[config.mk]
export PLATFORM = sky130hd
export DESIGN_NAME = l1i_port_arbiter
export DESIGN_NICKNAME = d
export VERILOG_FILES = /design/src/rtl/l1i_port_arbiter.sv
export SDC_FILE = /design/constraint.sdc
export NUM_CORES = 1
export LEC_CHECK = 0
export ABC_CLOCK_PERIOD_IN_PS = 2200
export CAP_MARGIN = 5
export CORE_AREA = 2 2 299 301
export DETAILED_ROUTE_END_ITERATION = 7
export DIE_AREA = 0 0 301 303
export PLACE_DENSITY_LB_ADDON = 0.05
export SYNTH_ARGS = -nofsm -noshare
export SYNTH_HDL_FRONTEND = slang
export SYNTH_SLANG_ARGS = --single-unit
[constraint.sdc]
create_clock -name clock_i -period 2.2 [get_ports clock_i]
set_input_delay 0.44 -clock clock_i [delete_from_list [all_inputs] [get_ports clock_i]]
set_output_delay 0.44 -clock clock_i [all_outputs]
set_load 0.01 [all_outputs]
[src/rtl/l1i_port_arbiter.sv]
// -----------------------------------------------------------------------------
// l1i_port_arbiter
//
// This block sits in front of the single-port L1 instruction cache memory. It
// merges fetch-stage lookups and miss-handler line fills onto the memory's
// mutually exclusive read and write ports.
//  - Reads and writes never collide.
//  - A write never issues in the cycle right after a read. One bubble cycle
//    (TURN) is inserted instead.
//  - Address fields of the unused port are driven to zero, so the memory's
//    OR-combined index is always correct.
//  - Fills normally win arbitration. After fillBurstMax back-to-back fill
//    grants, a waiting fetch gets one slot. This bounds fetch starvation.
//
// Ports
//   clock_i, reset_i            clock, synchronous active-high reset
//   flushPipeline_i             suppresses fetch grants (fills still proceed)
//   fetchReq_i, fetch*          lookup request and address (held until granted)
//   fetchGrant_o                combinational: lookup accepted this cycle
//   fillReq_i, fill*            line-fill request, data and address
//   fillGrant_o                 combinational: fill accepted this cycle
//   fetchEnable_o, tag_o, index_o, offset_o
//                               registered memory read port
//   updateEnable_o, newCacheline_o, newTag_o, newIndex_o, newOffset_o
//                               registered memory write port
//   turnaroundCount_o           (only with L1I_ARB_PERF_EN) saturating count
//                               of TURN cycles; cleared by reset only
//
// Optional feature macro: L1I_ARB_PERF_EN
// -----------------------------------------------------------------------------
module l1i_port_arbiter #(
   parameter int offsetSize          = 5,
   parameter int indexSize           = 8,
   parameter int tagSize             = 64 - (offsetSize + indexSize),
   parameter int cachelineSizeInBits = (2 ** offsetSize) * 8,
   parameter int fillBurstMax        = 4
) (
   input  logic                           clock_i,
   input  logic                           reset_i,
   input  logic                           flushPipeline_i,

   input  logic                           fetchReq_i,
   input  logic [tagSize-1:0]             fetchTag_i,
   input  logic [indexSize-1:0]           fetchIndex_i,
   input  logic [offsetSize-1:0]          fetchOffset_i,
   output logic                           fetchGrant_o,

   input  logic                           fillReq_i,
   input  logic [cachelineSizeInBits-1:0] fillCacheline_i,
   input  logic [tagSize-1:0]             fillTag_i,
   input  logic [indexSize-1:0]           fillIndex_i,
   input  logic [offsetSize-1:0]          fillOffset_i,
   output logic                           fillGrant_o,

   output logic                           fetchEnable_o,
   output logic [tagSize-1:0]             tag_o,
   output logic [indexSize-1:0]           index_o,
   output logic [offsetSize-1:0]          offset_o,

   output logic                           updateEnable_o,
   output logic [cachelineSizeInBits-1:0] newCacheline_o,
   output logic [tagSize-1:0]             newTag_o,
   output logic [indexSize-1:0]           newIndex_o,
   output logic [offsetSize-1:0]          newOffset_o
`ifdef L1I_ARB_PERF_EN
   ,
   output logic [15:0]                    turnaroundCount_o
`endif
);

   localparam int BW = $clog2(fillBurstMax + 1);
   localparam logic [BW-1:0] BURST_MAX = BW'(fillBurstMax);

   // State names what was issued in the previous cycle.
   typedef enum logic [1:0] {
      ST_IDLE  = 2'd0,
      ST_READ  = 2'd1,
      ST_WRITE = 2'd2,
      ST_TURN  = 2'd3
   } state_t;

   state_t        r_state;
   state_t        w_next;
   logic [BW-1:0] r_burst;
   logic          w_fetchGrant;
   logic          w_fillGrant;
   logic          w_yieldToFetch;

   function automatic logic [BW-1:0] burst_inc(input logic [BW-1:0] c);
      return (c == BURST_MAX) ? c : c + BW'(1);
   endfunction

   function automatic logic [15:0] sat_inc16(input logic [15:0] c);
      return (c == 16'hFFFF) ? c : c + 16'd1;
   endfunction

   // Grant decision (combinational, first match wins)

   // A fill gives way only when its burst budget is spent and a fetch
   // could actually be granted in its place.
   assign w_yieldToFetch = (r_burst == BURST_MAX) && fetchReq_i && !flushPipeline_i;

   always_comb begin
      w_fetchGrant = 1'b0;
      w_fillGrant  = 1'b0;
      w_next       = ST_IDLE;
      if (reset_i) begin
         w_next = ST_IDLE;
      end else if (fillReq_i && (r_state == ST_READ)) begin
         // The memory needs one idle cycle between a read and a write.
         w_next = ST_TURN;
      end else if (fillReq_i && !w_yieldToFetch) begin
         w_fillGrant = 1'b1;
         w_next      = ST_WRITE;
      end else if (fetchReq_i && !flushPipeline_i) begin
         w_fetchGrant = 1'b1;
         w_next       = ST_READ;
      end
   end

   assign fetchGrant_o = w_fetchGrant;
   assign fillGrant_o  = w_fillGrant;

   // Issue stage: registered memory ports

   always_ff @(posedge clock_i) begin
      if (reset_i) begin
         r_state        <= ST_IDLE;
         r_burst        <= '0;
         fetchEnable_o  <= 1'b0;
         tag_o          <= '0;
         index_o        <= '0;
         offset_o       <= '0;
         updateEnable_o <= 1'b0;
         newCacheline_o <= '0;
         newTag_o       <= '0;
         newIndex_o     <= '0;
         newOffset_o    <= '0;
      end else begin
         r_state <= w_next;
         r_burst <= w_fillGrant ? burst_inc(r_burst) : '0;

         // Unused port fields are held at zero because the memory ORs the
         // read and write indices together.
         fetchEnable_o  <= w_fetchGrant;
         tag_o          <= w_fetchGrant ? fetchTag_i    : '0;
         index_o        <= w_fetchGrant ? fetchIndex_i  : '0;
         offset_o       <= w_fetchGrant ? fetchOffset_i : '0;
         updateEnable_o <= w_fillGrant;
         newCacheline_o <= w_fillGrant ? fillCacheline_i : '0;
         newTag_o       <= w_fillGrant ? fillTag_i       : '0;
         newIndex_o     <= w_fillGrant ? fillIndex_i     : '0;
         newOffset_o    <= w_fillGrant ? fillOffset_i    : '0;
      end
   end

`ifdef L1I_ARB_PERF_EN
   logic [15:0] r_turnCount;

   always_ff @(posedge clock_i) begin
      if (reset_i) begin
         r_turnCount <= '0;
      end else if (r_state == ST_TURN) begin
         r_turnCount <= sat_inc16(r_turnCount);
      end
   end

   assign turnaroundCount_o = r_turnCount;
`endif

endmodule

# After elaboration in Yosys (flattened, before gate mapping)
# Index checks and enable logic that the tools add are counted.
dict set report word_totals {
  regBits 391
  input_bits 389
  elab_cells 35
  output_inout_bits 388
}
dict set report op_classes {
  muxes 10
  bitwise 2
  n_eq_ne 2
  n_reduce_logical 9
  add_sub_neg 1
}
# op count
set op_table {}
lappend op_table {{2-to-1 mux 1 bit} 8}
lappend op_table {{logical AND 1 bit} 5}
lappend op_table {{2-to-1 mux 2 bit} 2}
lappend op_table {{OR reduction 2 bit} 2}
lappend op_table {{adder 3 x 1 -> 3 bit, second input constant} 1}
lappend op_table {{equality test 3 bit, second input constant} 1}
lappend op_table {{equality test 2 x 1 -> 1 bit, second input constant} 1}
lappend op_table {{logical NOT 1 bit} 2}
lappend op_table {{inverter 1 bit} 2}

# Depth between registers and ports, before layout
dict set report depth {
  ltp_word 10
  depth_mapped 8
  mapped_depth_nobuf 6
}

# Least setup slack after synthesis
# OpenSTA, ideal clock, no wires.
dict set report synth_path {
  path_kind {register -> output}
  from {register r_burst[0]}
  to {output port fillGrant_o}
  arrival_time_ns 1.452
  n_path_buf 1
  path_slack_ns 0.308
  stages_incl_launch_ff 7
  required_ns 1.760
  path_cell_list {dfxtp_1 inv_1 ha_1 and4b_1 or3_4 clkinv_2 buf_2}
}
dict set report synth_via {
  elab_chain_len 8
}
# item line_no
set synth_lines {}
lappend synth_lines {{from (decl)} 84} ;# logic [BW-1:0] r_burst;
lappend synth_lines {{from (signal assigned)} 141} ;# r_burst <= w_fillGrant ? burst_inc(r_burst) : '0;
lappend synth_lines {{equality test 3 bit} 101} ;# assign w_yieldToFetch = (r_burst == BURST_MAX) && fetchReq_i && !flushPipeline_i;
lappend synth_lines {{logical AND 1 bit (2 in series)} 101}
lappend synth_lines {{logical NOT 1 bit} 112} ;# end else if (fillReq_i && !w_yieldToFetch) begin
lappend synth_lines {{logical AND 1 bit} 112}
lappend synth_lines {{2-to-1 mux 1 bit} 112}
lappend synth_lines {{2-to-1 mux 1 bit} 109} ;# end else if (fillReq_i && (r_state == ST_READ)) begin
lappend synth_lines {{2-to-1 mux 1 bit} 107} ;# if (reset_i) begin
lappend synth_lines {{to (decl)} 53} ;# output logic fillGrant_o,
# No other way between the ends.

# Worst setup path after layout
dict set report layout_path {
  from {register r_burst[1]}
  to {output port fillGrant_o}
}
# Same word-level chain as after synthesis.

==> out/results.tsv <==
stage	metric	value	unit
finish	layout cell share with drive strength beyond 1	7.139	%
logic_synthesis	post-synthesis mux area share	0	%
power	Clk pwr share	47.2	%
setup_path	reg2reg setup slack	0.14	ns
floorplan	die footprint	0.09120	mm^2
placed_design	dpl hpwl	40.75	mm
status	status	complete, but fails checks	
power	Internal Power	13.54	mW
sta	Tmin final	2.373	ns
cts	Skew-Pair Late Insertion Delay	0.60	ns
grt	GR met2 Demand/Resource	20.50	%
cts	CTS Buf Count	53	
logic_synthesis	Post-Synth Simple-Gate Area	23.18	%
grt	grt peak-use layer	met2	
logic_synthesis	post-synthesis sequential area ratio	72.75	%
logic_synthesis	Synth area leaders	dfxtp_1 73%, and2_1 22%, buf_6 2.3%, buf_2 0.51%, clkbuf_2 0.23%	
routing	initial drt markers	186	
grt	gr ovfl total	0	
setup_path	crit path DAT	1.93	ns
setup_path	crit path max fanout	5	
grt	met3 usage	5.471	%
sta	Slew headroom	56.34	%
logic_synthesis	Avg Cell Area, Syn	12.72	um^2
power	Gate power share	10.4	%
grt	vias in the first global route	8956	
logic_synthesis	area share of fa/ha/maj cells after synthesis	0.2326	%
routing	drt first pass iters	4	
finish	multi-input combinational cell area	0.002594	mm^2
sta	Slew @ Worst Pin	0.6383	ns
routing	residual DRC count	0	
placed_design	dpl ws	-0.3069	ns
cts	TritonCTS clock tree	done	
logic_synthesis	Synth cell types	24	
grt	met1 usage	9.187	%
status	failing checks	setup timing	
routing	vias	8755	
finish	Util after Layout	24.77	%
logic_synthesis	synthesized area	0.01076	mm^2
floorplan	core area	0.08797	mm^2
cts	Clk pin slew, worst setup/hold paths	0.05	ns
routing	DRT antenna net count	0	
setup_path	Critical Path End Type	primary output	
cts	H-tree Lvls	2	
logic_synthesis	asr flop ratio synth	0	%
floorplan	die width	301	um
placed_design	port buffer count	776	
routing	routed wire length per instance	17.81	um
grt	global-route wire length before repair	67.90	mm
sta	RSZ-0062 raised after global routing	true	
floorplan	die height	303	um
power	PwrDens	803.4	mW/mm^2
sta	Setup Skew	0.01459	ns
cts	clk buf depth	3	
finish	FILL cells	9404	
logic_synthesis	syn nets	1237	
run	max cap viols	0	
logic_synthesis	largest family of logic cells by synthesized area	simple AND/OR/NAND/NOR gates	
finish	FF+latch area	0.007830	mm^2
logic_synthesis	Syn Inst Count	846	
grt	initial antenna violation count	10	
power	Sw Pwr	3.958	mW
logic_synthesis	share of the synthesized area in the top cell type	72.75	%
logic_synthesis	Synth Area in Compound Gates	0.3838	%
power	Max IR drop VDD	0.0005830	V
power	Sw Ratio	22.62	%
routing	Vias/cell	3.041	
logic_synthesis	ys flop type	dfxtp_1	
floorplan	row cnt	109	
logic_synthesis	Yosys warnings	0	
grt	largest net degree at the start of global routing	65	
sta	Slew Viols, Final	0	
power	leakage power	8.315	nW
logic_synthesis	Post-Synth XOR/XNOR Area	0.08140	%
finish	Layout Area Growth over Synthesis	102.5	%
cts	Post-CTS Hold Buffers	0	
logic_synthesis	largest area contributor in the netlist	dfxtp_1	
setup_path	Worst setup SP type	register	
routing	routed wire length	51.28	mm
logic_synthesis	number of synthesized flops with an enable pin	0	
floorplan	Starting Density	12.23	%
finish	nets	2062	
sta	final hold vios	0	
sta	Peak Freq	421.4	MHz
setup_path	worst path required time	1.76	ns
sta	Finish-stage setup viols	1	
sta	Final WS setup	-0.1733	ns
grt	Total GRT Usage	10.63	%
cts	Clock Tree Root	clkbuf_16	
cts	clock sink count	391	
setup_path	critical setup path kind	reg -> out	
placed_design	gp weighted congestion	0.6959	
sta	post-route clock period utilization	107.9	%
floorplan	I/O pins	777	
power	sequential power share	42.4	%
logic_synthesis	#FFs+latches synth	391	
worst_hold_path	Hold WC Path Type	in -> reg	
power by group through the flow:
stage,combinational (mW),clock (mW),sequential (mW)
global placement,1.84,0,7.58
finish,1.81,8.26,7.43
CTS,1.86,8.76,7.43
floorplan,0.285,0,7.72
global route,1.95,8.98,7.45
detailed placement,1.84,0,7.58
logic make-up (layout without fill, tap and decap cells):
group | after synthesis | in the layout
adders and majority gates | 2 | 2
other | 0 | 5
xor gates and xnor gates | 1 | 1
and+or+nand+nor | 401 | 401
DFF | 391 | 391
buffers and inverters | 46 | 909
AOI/OAI and AO/OA | 5 | 5
worst paths after layout:
path / start / endpoint / depth (start not counted)
worst max-delay path: r_burst[1] / fillGrant_o / 6
worst min register to register: r_burst[0] / r_burst[0] / 3
worst min-delay path: fillCacheline_i[199] / newCacheline_o[199] / 2
worst max register to register: r_burst[1] / newCacheline_o[85] / 10
synthesized netlist by cell type, drive strengths merged (2+ instances only):
cell type and number:
a2111oi 2, a21oi 2, and2 384, buf 34, clkbuf 8, dfxtp 391, ha 2, inv 3
nand2 4, nand2b 2, nor2 4, nor3 2
layer usage:
layer | vias to the layer above | wire, um
li1 | 4227 | -
met1 | 4027 | 15730
met2 | 408 | 28410
met3 | 83 | 5715
met4 | 10 | 1352
met5 | - | 67
worst max-delay path, cell delays in order (launching register included):
cell and delay [ns]:
dfxtp_2 0.33, inv_2 0.04, ha_4 0.17, and4b_1 0.17, or3_4 0.43, inv_12 0.09
buf_8 0.11
final cells by class:
type / instances / share of cell area [%]
Inverter: 4 / 0.1263
Clock inverter: 8 / 0.2182
Antenna cell: 5 / 0.05743
Multi-Input combinational cell: 409 / 11.91
Clock buffer: 85 / 7.386
Sequential cell: 391 / 35.94
Timing Repair Buffer: 812 / 37.68
Tap cell: 1165 / 6.691
what timing repair did:
| action | in CTS | in global routing |
|---|---|---|
| gates cloned | 0 | 1 |
| pin swaps | 4 | 2 |
| buffers inserted | 2 | 0 |
| gates resized for setup | 17 | 2 |
| setup endpoints to repair | 3 | 124 |
per-stage QoR:
stage               cells  hold WS, ns  instance area, um^2  TNS (ns)  power [mW]
detailed placement   2778       0.5950                20040    -30.06       9.418
floorplan             846       0.4713                10760         0       8.007
finish               2879       0.3935                21790   -0.1733       17.50
CTS                  2873       0.3244                21740   -0.3153       18.05
global route         2879       0.3468                21790   -0.3517       18.37
global placement     2778       0.5924                20040    -30.81       9.424
cells in the final DEF (no fill, tap or decap), drive strengths merged, types with 2 or more instances in the layout:
| master | instances |
|---|---|
| a2111oi | 2 |
| a21oi | 2 |
| and2 | 384 |
| buf | 37 |
| clkbuf | 86 |
| clkdlybuf4s50 | 773 |
| clkinv | 7 |
| dfxtp | 391 |
| diode | 5 |
| ha | 2 |
| inv | 5 |
| nand2 | 4 |
| nand2b | 2 |
| nor2 | 4 |
| nor3 | 2 |
registers in the layout, indices dropped and copies added (netlist names):
| name | cells |
|---|---|
| updateEnable_o | 1 |
| tag_o | 51 |
| r_state | 2 |
| fetchEnable_o | 1 |
| newTag_o | 51 |
| r_burst | 3 |
| newIndex_o | 8 |
| offset_o | 5 |
| index_o | 8 |
| newOffset_o | 5 |
| newCacheline_o | 256 |
Power figures use the tool's default switching activity.
